===== src/rtl/soundweb_uart_tx_if.sv =====
// Signal bundle between the HPS/encoder side and the Soundweb UART transmitter.
// The master owns start_req/packet; the slave (transmitter) owns tx and status.
interface soundweb_uart_tx_if;
   // Handshake: a 0->1 edge on start_req is the request; it is taken only while
   // the transmitter is idle (or in its done cycle), answered by busy=1 on the
   // next cycle, and completed by a one-cycle done pulse. Requests while busy
   // are dropped, never queued. packet is sampled only on the accepted edge.
   logic         start_req;
   logic [231:0] packet;
   logic         tx;
   logic         busy;
   logic         done;
   logic [4:0]   bytes_sent;
   logic         no_etx;
   logic [2:0]   state_dbg;

   modport master (
      output start_req, packet,
      input  tx, busy, done, bytes_sent, no_etx, state_dbg
   );

   modport slave (
      input  start_req, packet,
      output tx, busy, done, bytes_sent, no_etx, state_dbg
   );
endinterface


===== src/rtl/soundweb_uart_tx.sv =====
// Serialises a snapshotted 29-byte Soundweb packet as back-to-back 8N1/8N2 UART
// frames, stopping after the ETX byte or after byte 28 (flagging no_etx).
module soundweb_uart_tx #(
   parameter int unsigned CLKS_PER_BIT = 434,
   parameter int unsigned STOP_BITS    = 1,
   parameter int unsigned PACKET_BYTES = 29,
   parameter logic [7:0]  ETX_BYTE     = 8'h03
) (
   input  logic              fpga_clk_50,
   input  logic              hps_fpga_reset_n,
   soundweb_uart_tx_if.slave sw
);

   typedef enum logic [2:0] {
      S_IDLE   = 3'd0,
      S_START  = 3'd1,
      S_DATA   = 3'd2,
      S_STOP   = 3'd3,
      S_FINISH = 3'd4
   } state_t;

   localparam logic [15:0] BAUD_LAST = 16'(CLKS_PER_BIT - 1);
   localparam logic [2:0]  STOP_LAST = 3'(STOP_BITS - 1);
   localparam logic [4:0]  LAST_IDX  = 5'(PACKET_BYTES - 1);

   state_t      state_q, state_d;
   logic        start_q, start_d;
   logic [15:0] baud_q, baud_d;
   logic [2:0]  bit_q, bit_d;
   logic [4:0]  idx_q, idx_d;
   logic        tx_q, tx_d;
   logic        busy_q, busy_d;
   logic        done_q, done_d;
   logic [4:0]  bytes_sent_q, bytes_sent_d;
   logic        no_etx_q, no_etx_d;
   logic [7:0]  buf_q [PACKET_BYTES];
   logic [7:0]  buf_d [PACKET_BYTES];

   logic        start_evt;
   logic        accept;
   logic        baud_last;
   logic [7:0]  cur_byte;

   always_comb begin
      start_d      = sw.start_req;
      state_d      = state_q;
      baud_d       = baud_q;
      bit_d        = bit_q;
      idx_d        = idx_q;
      tx_d         = tx_q;
      busy_d       = busy_q;
      done_d       = 1'b0;
      bytes_sent_d = bytes_sent_q;
      no_etx_d     = no_etx_q;
      buf_d        = buf_q;
      accept       = 1'b0;

      start_evt = sw.start_req & ~start_q;
      baud_last = (baud_q == BAUD_LAST);
      cur_byte  = buf_q[idx_q];

      case (state_q)
         S_IDLE: begin
            accept = start_evt;
         end

         // An edge arriving in the done cycle is honoured as if already idle.
         S_FINISH: begin
            accept  = start_evt;
            state_d = S_IDLE;
         end

         S_START: begin
            baud_d = baud_q + 16'd1;
            if (baud_last) begin
               baud_d  = 16'd0;
               bit_d   = 3'd0;
               tx_d    = cur_byte[0];
               state_d = S_DATA;
            end
         end

         S_DATA: begin
            baud_d = baud_q + 16'd1;
            if (baud_last) begin
               baud_d = 16'd0;
               if (bit_q == 3'd7) begin
                  bit_d   = 3'd0;
                  tx_d    = 1'b1;
                  state_d = S_STOP;
               end else begin
                  bit_d = bit_q + 3'd1;
                  tx_d  = cur_byte[bit_q + 3'd1];
               end
            end
         end

         S_STOP: begin
            baud_d = baud_q + 16'd1;
            if (baud_last) begin
               baud_d = 16'd0;
               if (bit_q == STOP_LAST) begin
                  bit_d        = 3'd0;
                  bytes_sent_d = idx_q + 5'd1;
                  if ((cur_byte == ETX_BYTE) || (idx_q == LAST_IDX)) begin
                     if (cur_byte != ETX_BYTE) begin
                        no_etx_d = 1'b1;
                     end
                     tx_d    = 1'b1;
                     busy_d  = 1'b0;
                     done_d  = 1'b1;
                     state_d = S_FINISH;
                  end else begin
                     idx_d   = idx_q + 5'd1;
                     tx_d    = 1'b0;
                     state_d = S_START;
                  end
               end else begin
                  bit_d = bit_q + 3'd1;
               end
            end
         end

         default: begin
            state_d = S_IDLE;
            tx_d    = 1'b1;
            busy_d  = 1'b0;
         end
      endcase

      // Snapshot the packet so later encoder updates cannot corrupt the frame.
      if (accept) begin
         for (int i = 0; i < int'(PACKET_BYTES); i++) begin
            buf_d[i] = sw.packet[8*(int'(PACKET_BYTES)-1-i) +: 8];
         end
         state_d      = S_START;
         busy_d       = 1'b1;
         bytes_sent_d = 5'd0;
         no_etx_d     = 1'b0;
         idx_d        = 5'd0;
         bit_d        = 3'd0;
         baud_d       = 16'd0;
         tx_d         = 1'b0;
      end
   end

   always_ff @(posedge fpga_clk_50 or negedge hps_fpga_reset_n) begin
      if (!hps_fpga_reset_n) begin
         state_q      <= S_IDLE;
         start_q      <= 1'b0;
         baud_q       <= 16'd0;
         bit_q        <= 3'd0;
         idx_q        <= 5'd0;
         tx_q         <= 1'b1;
         busy_q       <= 1'b0;
         done_q       <= 1'b0;
         bytes_sent_q <= 5'd0;
         no_etx_q     <= 1'b0;
      end else begin
         state_q      <= state_d;
         start_q      <= start_d;
         baud_q       <= baud_d;
         bit_q        <= bit_d;
         idx_q        <= idx_d;
         tx_q         <= tx_d;
         busy_q       <= busy_d;
         done_q       <= done_d;
         bytes_sent_q <= bytes_sent_d;
         no_etx_q     <= no_etx_d;
      end
   end

   // Data-only storage; its contents are don't-care until the next snapshot.
   always_ff @(posedge fpga_clk_50) begin
      buf_q <= buf_d;
   end

   assign sw.tx         = tx_q;
   assign sw.busy       = busy_q;
   assign sw.done       = done_q;
   assign sw.bytes_sent = bytes_sent_q;
   assign sw.no_etx     = no_etx_q;
   assign sw.state_dbg  = state_q;

endmodule


===== src/flat_wrapper.sv =====
// flat-port wrapper written by rule: the top's interface ports become plain ports
module soundweb_uart_tx_flat 
#(
   parameter int unsigned CLKS_PER_BIT = 434,
   parameter int unsigned STOP_BITS    = 1,
   parameter int unsigned PACKET_BYTES = 29,
   parameter logic [7:0]  ETX_BYTE     = 8'h03
)
  (fpga_clk_50, hps_fpga_reset_n, sw_start_req, sw_packet, sw_tx, sw_busy, sw_done, sw_bytes_sent, sw_no_etx, sw_state_dbg);
  soundweb_uart_tx_if sw_i ();
  input  logic fpga_clk_50;
  input  logic hps_fpga_reset_n;
  input wire logic [$bits(sw_i.start_req)-1:0] sw_start_req;
  input wire logic [$bits(sw_i.packet)-1:0] sw_packet;
  output wire logic [$bits(sw_i.tx)-1:0] sw_tx;
  output wire logic [$bits(sw_i.busy)-1:0] sw_busy;
  output wire logic [$bits(sw_i.done)-1:0] sw_done;
  output wire logic [$bits(sw_i.bytes_sent)-1:0] sw_bytes_sent;
  output wire logic [$bits(sw_i.no_etx)-1:0] sw_no_etx;
  output wire logic [$bits(sw_i.state_dbg)-1:0] sw_state_dbg;
  assign sw_i.start_req = sw_start_req;
  assign sw_i.packet = sw_packet;
  assign sw_tx = sw_i.tx;
  assign sw_busy = sw_i.busy;
  assign sw_done = sw_i.done;
  assign sw_bytes_sent = sw_i.bytes_sent;
  assign sw_no_etx = sw_i.no_etx;
  assign sw_state_dbg = sw_i.state_dbg;
  soundweb_uart_tx #(.CLKS_PER_BIT(CLKS_PER_BIT), .STOP_BITS(STOP_BITS), .PACKET_BYTES(PACKET_BYTES), .ETX_BYTE(ETX_BYTE)) u_core (.fpga_clk_50(fpga_clk_50), .hps_fpga_reset_n(hps_fpga_reset_n), .sw(sw_i));
endmodule

===== config.mk =====
export PLATFORM = sky130hd
export DESIGN_NAME = soundweb_uart_tx_flat
export DESIGN_NICKNAME = d
export VERILOG_FILES = /design/src/rtl/soundweb_uart_tx_if.sv /design/src/rtl/soundweb_uart_tx.sv /design/src/flat_wrapper.sv
export SDC_FILE = /design/constraint.sdc
export NUM_CORES = 1
export LEC_CHECK = 0
export CORE_MARGIN = 10
export CORE_UTILIZATION = 44
export DETAILED_ROUTE_END_ITERATION = 7
export PLACE_DENSITY = 0.79
export RECOVER_POWER = 50
export SLEW_MARGIN = 25
export SYNTH_ARGS = -nofsm -noshare
export SYNTH_HDL_FRONTEND = slang
export SYNTH_SLANG_ARGS = --single-unit

===== constraint.sdc =====
create_clock -name fpga_clk_50 -period 3.4 [get_ports fpga_clk_50]
set_input_delay 0.34 -clock fpga_clk_50 [delete_from_list [all_inputs] [get_ports fpga_clk_50]]
set_output_delay 0.34 -clock fpga_clk_50 [all_outputs]
set_load 0.05 [all_outputs]

### Word-level counts from Yosys, hierarchy flattened

Index checks and enable logic that the tools add are counted.

* register bits after elaboration: 269
* latch bits: 0
* RAM bits: 0
* bits in read-only memories: 0
* word-level logic and storage cells: 141
* memories kept: 0

* add/subtract/negate cells: 3
* $mul: 0
* div/mod/pow operators: 0
* magnitude comparators: 2
* equal/unequal tests: 19
* shift-type cells: 0
* mux-type cells: 55
* bitwise gates (word level): 3
* reductions and logical operators: 20

Operators by type and width (number)
* two-way mux 16 bit: 3
* two-way mux 5 bit: 9
* binary-select mux 8 bit (select 5 bit): 1
* two-way mux 3 bit: 13
* two-way mux 1 bit: 22
* inequality test 3 x 1 -> 1 bit, second input constant: 6
* adder 16 x 1 -> 16 bit, second input constant: 1
* == test 16 x 9 -> 1 bit, second input constant: 1
* two-way mux 8 bit: 2
* one-hot mux 3 bit (4 select lines): 1
* AND reduction 4 bit: 3
* nonzero test 2 bit: 6
* AND reduction 5 bit: 2
* one-hot mux 3 bit (3 select lines): 1
* == test 8 x 2 -> 1 bit, second input constant: 1
* inequality test 2 x 1 -> 1 bit, second input constant: 4
* inequality test 8 x 2 -> 1 bit, second input constant: 1
* == test 3 x 2 -> 1 bit, second input constant: 2
* == test 3 bit, second input constant: 2
* >= comparator 6 bit, second input constant: 1
* zero test 3 bit: 2
* inverter 5 -> 6 bit: 1
* AND reduction 6 bit: 1
* adder 5 x 1 -> 5 bit, second input constant: 1
* 15 further kinds: 15

### Depth between registers and ports, before layout

Gate-level depths: netlist of the first run.

* depth after elaboration: 11
* depth in mapped cells: 11
* depth with buffers taken out: 9

### Worst setup path before layout of the first run

Ideal clock, no wire load.

* path kind: register -> register
* start: register u_core.state_q[1], in the netlist u_core.sw.state_dbg[1]
* end: register u_core.buf_q[0] (netlist name) (enable)
* library setup time: 433 ps
* data arrival time: 2871 ps
* data required time: 2967 ps
* slack: 96 ps
* cell stages (with the launch flop): 5
* path buffers: 1
* path through: dfrtp_1 > nor2_1 > nand3b_1 > inv_1 > buf_4

* cells in the longest elaborated chain, start to end: 3
* elaborated cells between the ends (all ways): 4
* classes of those cells: eq/ne: 1; mux: 1; reduce/logical: 2

Ends and longest elaborated chain
* from (decl): RTL line soundweb_uart_tx.sv:26 `state_t state_q, state_d;`
* from (signal assigned): RTL line soundweb_uart_tx.sv:160 `state_q <= state_d;`
* == test 3 bit / zero test 3 bit (equally long branches): RTL line soundweb_uart_tx.sv:62 `case (state_q)`
* OR reduction 2 bit (no line) *
* two-way mux 1 bit *: RTL line soundweb_uart_tx.sv:62
* net u_core.accept: RTL line soundweb_uart_tx.sv:40 `logic accept;`
* to (signal assigned): RTL line soundweb_uart_tx.sv:175 `buf_q <= buf_d;`
* to (decl): RTL line soundweb_uart_tx.sv:36 `logic [7:0] buf_q [PACKET_BYTES];`

Mark *: on every way through the listed nets, which the timed path passes. The rest lies on a longest branch.
A chain may end at the register's enable or synchronous reset.

### Worst setup path in the final report of the first run

* start: register u_core.idx_q[2]
* end: register u_core.idx_q[0]

* cells in the longest elaborated chain, start to end: 8
* elaborated cells between the ends (all ways): 9
* classes of those cells: eq/ne: 3; mux: 3; bitwise: 1; reduce/logical: 2

Ends and longest elaborated chain
* from (decl): RTL line soundweb_uart_tx.sv:30 `logic [4:0] idx_q, idx_d;`
* from (signal assigned): RTL line soundweb_uart_tx.sv:164 `idx_q <= idx_d;`
* inverter 5 -> 6 bit (not written as such): RTL line soundweb_uart_tx.sv:60 `cur_byte = buf_q[idx_q];`
* binary-select mux 8 bit (select 5 bit): RTL line soundweb_uart_tx.sv:60
* two-way mux 8 bit (not written as such) (2 in series): RTL line soundweb_uart_tx.sv:60
* == test 8 x 2 -> 1 bit: RTL line soundweb_uart_tx.sv:105 `if ((cur_byte == ETX_BYTE) || (idx_q == LAST_IDX)) begin`
* logical OR 1 bit *: RTL line soundweb_uart_tx.sv:105
* inequality test 2 x 1 -> 1 bit (no line) *
* AND reduction 4 bit (no line) *

Every way passes the cells marked *; elsewhere a longest branch is shown, timed or not. The select of a mux whose other input is x is not followed.

==> results of run 1 <==
cells in the mapped netlist, types with 3 or more instances:
library cell,n
nand2_1,35
edfxtp_1,232
nor2_1,29
inv_1,9
nor2b_1,12
o22ai_1,8
a31oi_1,3
nand3_1,15
mux4_1,6
and3_1,3
ha_1,7
a211oi_1,4
nand2b_1,7
a22o_1,3
buf_4,9
a21oi_1,21
buf_6,10
mux4_2,38
mux2i_1,30
nor3_1,12
xor2_1,4
or4_1,3
o31ai_1,10
mux2_2,7
clkbuf_1,4
dfrtp_1,36
nand4_1,4
buf_2,6
o21ai_0,21
cell type report:
cell class / instances / area share
Clock inverter: 15 / 0.0159
Timing Repair Buffer: 266 / 0.176
Inverter: 11 / 0.00327
Multi-Input combinational cell: 335 / 0.199
Clock buffer: 34 / 0.0477
Tap cell: 330 / 0.0277
Antenna cell: 5 / 0.000838
Sequential cell: 269 / 0.529
logic make-up (layout without fill, tap and decap cells):
| logic type | count (synthesis) | in the layout | synth area share |
|---|---|---|---|
| fa+ha+maj | 7 | 7 | 0.00785 |
| compound gates | 97 | 97 | 0.0601 |
| xor+xnor | 6 | 6 | 0.00471 |
| buf+inv | 42 | 326 | 0.0270 |
| other cells | 0 | 5 | 0 |
| flops | 269 | 269 | 0.707 |
| mux | 82 | 82 | 0.126 |
| simple gates | 143 | 143 | 0.0671 |
critical path: cells and delay by family, from the launching register on:
family / cells / cell delay (ps)
AND/OR/NAND/NOR: 3 / 680
flip-flops: 1 / 600
buffers and inverters: 1 / 390
multiplexers: 2 / 590
AO/OA/AOI/OAI: 3 / 860
routing by layer:
| layer | global-route usage | share of wire | vias up |
|---|---|---|---|
| met2 | 0.310 | 0.52 | 312 |
| met1 | 0.212 | 0.38 | 3382 |
| met4 | 0.0512 | 0.021 | 6 |
| met5 | 0 | 0.0011 | - |
| met3 | 0.0442 | 0.075 | 41 |
| li1 | - | - | 3108 |
worst max path at each step:
stage / start / endpoint / slack (ps) / depth (start not counted)
finish: u_core.idx_q[2] / u_core.idx_q[0] / 140 / 9
global route: u_core.idx_q[2] / u_core.idx_q[0] / 7 / 9
CTS: u_core.idx_q[2] / u_core.idx_q[0] / 180 / 9
detailed placement: u_core.idx_q[2] / u_core.idx_q[0] / 190 / 9
global placement: u_core.idx_q[1] / u_core.idx_q[0] / 330 / 8
floorplan: u_core.sw.state_dbg[1] / u_core.buf_q[0] / 100 / 4
state kept, by name, summed over array words and instances, names as in the netlist:
name and cells:
u_core.sw.no_etx 1, u_core.sw.tx 1, u_core.start_q 1, u_core.bit_q 3
u_core.sw.state_dbg 3, u_core.sw.bytes_sent 5, u_core.idx_q 5, u_core.sw.done 1
u_core.baud_q 16, u_core.sw.busy 1, u_core.buf_q 232
per-stage QoR:
step                 util  setup WS, ps  instance area (um^2)
floorplan               -          96.1                 11200
global placement    0.558           327                 14000
detailed placement  0.558           191                 14000
CTS                 0.596           177                 14900
global route        0.596          6.90                 14900
finish              0.596           144                 14900
power by group through the flow:
stage               Combinational, uW  Clock (uW)  Sequential [uW]
floorplan                         745           0             4270
global placement                 1300           0             4280
detailed placement               1340           0             4290
CTS                              1340        3210             4230
global route                     1400        3350             4270
finish                           1280        3170             4230
==> impl_metrics.json, run 1 <==
{
  "status": "complete, but fails checks",
  "violations": "capacitance limit, slew limit",
  "ys_seq_area_frac": 0.707,
  "most-common-layout-cells": "dlygate4sd3_1 (239), edfxtp_1 (232), mux4_2 (38), nand2_1 (35), dfrtp_1 (33)",
  "dieArea_um2": 32100,
  "grt-ovfl-total": 0,
  "grt_start_max_net_pins": 129,
  "cts_resized": 0,
  "grt_pass1_vias": 7422,
  "startpoint_type": "register",
  "crit_path_max_incr_delay_ps": 600,
  "drc": 0,
  "hold_slack_ps": 424,
  "cp_slowest_cell": "dfrtp_2",
  "io_buffers": 246,
  "final_nets": 1152,
  "tightest_slew_ps": 2050,
  "p_total_uw": 8680,
  "fin_worst_skew_ps": 14.6,
  "critical_path_class": "reg2reg",
  "cts.sink_count": 269,
  "ant_nets": 0,
  "hold_path_depth": 1,
  "crit_arrival_ps": 3660,
  "leakage_uw": 0.00511,
  "core-area_um2": 25000,
  "power_density_nw_per_um2": 581,
  "synth-async-reset-ratio": 0.138,
  "synthFlopType": "edfxtp_1",
  "hold_buffers": 0,
  "place_inst": 1211,
  "r2r_slack_ps": 140,
  "slew-limit-headroom": -0.370,
  "io_pins": 247,
  "worst_ep_required_time_ps": 3800,
  "ys_seq_elements": 269,
  "die_y_um": 179,
  "first_iter_violations": 468,
  "worst_r2r_endpoint": "u_core.idx_q[0]",
  "place_hpwl_mm": 21.5,
  "finalSetupTns_ps": 0,
  "first_pass_iters": 5,
  "routed_via_density": 5.41,
  "syn_nets": 888,
  "seq_area_um2": 7900,
  "post_drt_wl_per_cell_um": 22.8,
  "fillers": 1862,
  "clkPwrFrac": 0.365,
  "slew_viol_final": 38,
  "layout_commonest_cell": "dlygate4sd3_1",
  "period_share": 0.958,
  "clk_latency_ps": 520,
  "p_sw_uw": 2140,
  "worstPathCellList": "buf_4 > mux4_2 > o2bb2ai_1 > nor3_1 > o31a_1 > nand4_2 > o31ai_4 > or2_1 > mux2_1",
  "numCtsBuffers": 27,
  "endpoint_kind": "register",
  "hold_path_class": "in2reg",
  "yosys.area.top_type": "edfxtp_1",
  "switching_share": 0.247,
  "comb_power_share": 0.147,
  "drive_gt1_frac": 0.134,
  "hold_violations": 0,
  "min-delay-start": "sw_start_req",
  "ys_warn_count": 0,
  "synth-edff-count": 232,
  "num_rows": 58,
  "fin_crit_ps": 3260,
  "ir_drop_mv": 0.486,
  "cts_max_level": 1,
  "netlist_top_cells_area": "edfxtp_1 (62%), dfrtp_1 (8.1%), mux4_2 (7.7%)",
  "syn_area_um2": 11200,
  "antenna_found_initial": 8,
  "routed_wl_mm": 28.8,
  "maxCapViolCount": 1,
  "cts_tree": "yes",
  "start_util": 0.446,
  "grt_pass1_wl_mm": 43.3,
  "place.gp.congestion": 0.844,
  "multi_input_area_um2": 2970,
  "num_vias": 6849,
  "postCtsSetupRepairBufs": 0,
  "setup_viol": 0,
  "pwr-share-seq": 0.488,
  "min_to": "u_core.start_q",
  "synth_cells": 646,
  "grt_usage": 0.177,
  "intPower_uw": 6530,
  "rr_startpoint": "u_core.idx_q[2]",
  "rsz0062_at_grt": "false",
  "cts_buffer_depth": 3,
  "fin_cells": 1265,
  "avgSynthCellArea_um2": 17.3,
  "cp_max_fo": 24,
  "clk_pin_slew_ps": 60,
  "die_w_um": 179,
  "clockRootBuffer": "clkbuf_16",
  "yosysUniqueCellTypes": 73,
  "worst_r2r_path_depth": 9,
  "area_delta_synth_final_pct": 33.8,
  "timing.fmax_mhz": 307,
  "synth_top_area_frac": 0.624
}
Note: power is estimated with default switching activity, not from simulation.
==> run 2: changes to the inputs <==
--- a/config.mk
+++ b/config.mk
@@ -10,6 +10,7 @@
 export DETAILED_ROUTE_END_ITERATION = 7
 export PLACE_DENSITY = 0.79
 export RECOVER_POWER = 50
+export REMOVE_ABC_BUFFERS = 1
 export SLEW_MARGIN = 25
 export SYNTH_ARGS = -nofsm -noshare
 export SYNTH_HDL_FRONTEND = slang
==> run 2 against run 1 <==
Largest power group unchanged. Critical path type unchanged. The run still ends with capacitance limit, slew limit left. Sequential share of layout area increased by 0.067 points. Critical endpoint unchanged. Utilization decreased by 0.075 points. Hold slack worse by 11 ps.
==> impl_metrics.json, run 2 (same netlist as run 1, synthesis figures left out) <==
{
  "slew_viol_final": 38,
  "grt_pass1_wl_mm": 43.3,
  "tightest_slew_ps": 2050,
  "setup_viol": 0,
  "power_density_nw_per_um2": 568,
  "place.gp.congestion": 0.872,
  "dieArea_um2": 32100,
  "hold_violations": 0,
  "worst_ep_required_time_ps": 3810,
  "first_pass_iters": 5,
  "endpoint_kind": "register",
  "p_total_uw": 8460,
  "cts_tree": "yes",
  "slew-limit-headroom": -0.370,
  "crit_start": "u_core.idx_q[2]",
  "die_y_um": 179,
  "routed_wl_mm": 28.9,
  "numCtsBuffers": 29,
  "postCtsSetupRepairBufs": 0,
  "worst_r2r_path_depth": 9,
  "antenna_found_initial": 9,
  "period_share": 0.943,
  "leakage_uw": 0.00507,
  "clk_pin_slew_ps": 60,
  "drc": 0,
  "rsz0062_at_grt": "false",
  "num_rows": 58,
  "rr_startpoint": "u_core.idx_q[2]",
  "die_w_um": 179,
  "worstPathCellList": "buf_4 > and2b_1 > a221oi_2 > o31ai_1 > nand3_1 > nand4_2 > o31ai_4 > or2_1 > mux2_1",
  "cp_slowest_cell": "dfrtp_2",
  "clk_latency_ps": 540,
  "status": "complete, but fails checks",
  "grt_usage": 0.178,
  "final_nets": 1153,
  "startpoint_type": "register",
  "finalSetupTns_ps": 0,
  "r2r_slack_ps": 190,
  "post-route-worst-setup-slack_ps": 193,
  "layout_commonest_cell": "dlygate4sd3_1",
  "post_drt_wl_per_cell_um": 22.8,
  "io_buffers": 246,
  "most-common-layout-cells": "dlygate4sd3_1 (234), edfxtp_1 (232), mux4_2 (38), nand2_1 (35), dfrtp_1 (33)",
  "routed_via_density": 5.37,
  "fin_worst_skew_ps": 21.9,
  "core-area_um2": 25000,
  "grt_start_max_net_pins": 127,
  "grt_pass1_vias": 7275,
  "drive_gt1_frac": 0.127,
  "crit_arrival_ps": 3620,
  "num_vias": 6809,
  "io_pins": 247,
  "critical_path_class": "reg2reg",
  "area_delta_synth_final_pct": 33.6,
  "ir_drop_mv": 0.440,
  "cts_buffer_depth": 3,
  "grt-ovfl-total": 0,
  "hold_buffers": 0,
  "place_hpwl_mm": 21.3,
  "start_util": 0.446,
  "largest_register_ffs": 232,
  "first_iter_violations": 574,
  "largest_register": "u_core.buf_q",
  "hold_path_depth": 1,
  "maxCapViolCount": 1,
  "crit_path_end": "u_core.idx_q[0]",
  "clockRootBuffer": "clkbuf_16",
  "dp_slack_ps": 238,
  "ant_nets": 0,
  "cts.sink_count": 269,
  "hold_path_class": "in2reg",
  "cts_resized": 0,
  "cts_max_level": 1,
  "cp_max_fo": 19,
  "violations": "capacitance limit, slew limit",
  "timing.fmax_mhz": 312,
  "worst_r2r_endpoint": "u_core.idx_q[0]",
  "reg_top3": "u_core.buf_q (232), u_core.baud_q (16)",
  "crit_path_max_incr_delay_ps": 700,
  "fin_crit_ps": 3210
}
==> run 2: cell count changes in the layout (fill, tap and decap cells not counted) <==
cell,previous run,this run
buf_12,2,5
buf_4,17,13
bufinv_16,6,1
clkbuf_1,7,12
clkbuf_16,27,30
clkbuf_8,1,3
clkdlybuf4s50_1,7,12
clkinv_1,1,4
clkinv_2,5,1
clkinv_4,1,0
clkinvlp_4,2,1
diode_2,5,7
dlygate4sd3_1,239,234
==> run 2: power breakdown <==
group / leakage, uW / internal, uW / total (uW) / switching, uW
logic: 0.00204 / 572 / 1280 / 708
registers: 0.00260 / 4020 / 4230 / 209
clock network: 0.000432 / 1750 / 2960 / 1200
==> run 2: layout make-up <==
cell class              instances  area, um^2
well taps                     330         413
diodes                          7        17.5
multi-input cells             335        2970
repair buffers                265        2660
flip-flops and latches        269        7900
clock inverters                 7        62.6
inverters                      11        48.8
fillers                      1884       10100
clock buffers                  44         833
==> run 2: worst min path at each step <==
stage	startpoint	end	slack (ps)
after floorplan	hps_fpga_reset_n	u_core.baud_q[0]	40
after global placement	u_core.baud_q[5]	u_core.baud_q[5]	470
after detailed placement	u_core.baud_q[5]	u_core.baud_q[5]	480
after CTS	hps_fpga_reset_n	u_core.baud_q[4]	240
after global routing	sw_start_req	u_core.start_q	410
final	sw_start_req	u_core.start_q	410
==> run 2: critical path, delay by kind of cell, from the launching register on <==
family          cells  cell delay (ps)
compound gates      3              940
buf+inv             1              280
flops               1              700
mux                 1              310
simple gates        4              840
==> run 2: layer usage <==
metal  vias to the layer above  share of wire  track usage
met5                         -         0.0012            0
met4                         6          0.014       0.0441
met3                        32          0.070       0.0463
met2                       258           0.52        0.303
met1                      3401           0.39        0.221
li1                       3112              -            -
==> run 2: metrics by stage <==
step	hold WS [ps]	cell area (um^2)	util	cells
after global placement	466	14000	0.559	1210
after detailed placement	477	14000	0.559	1210
after floorplan	44.4	10900	-	615
after CTS	243	14900	0.595	1261
after global routing	405	14900	0.595	1267
final	412	14900	0.595	1268
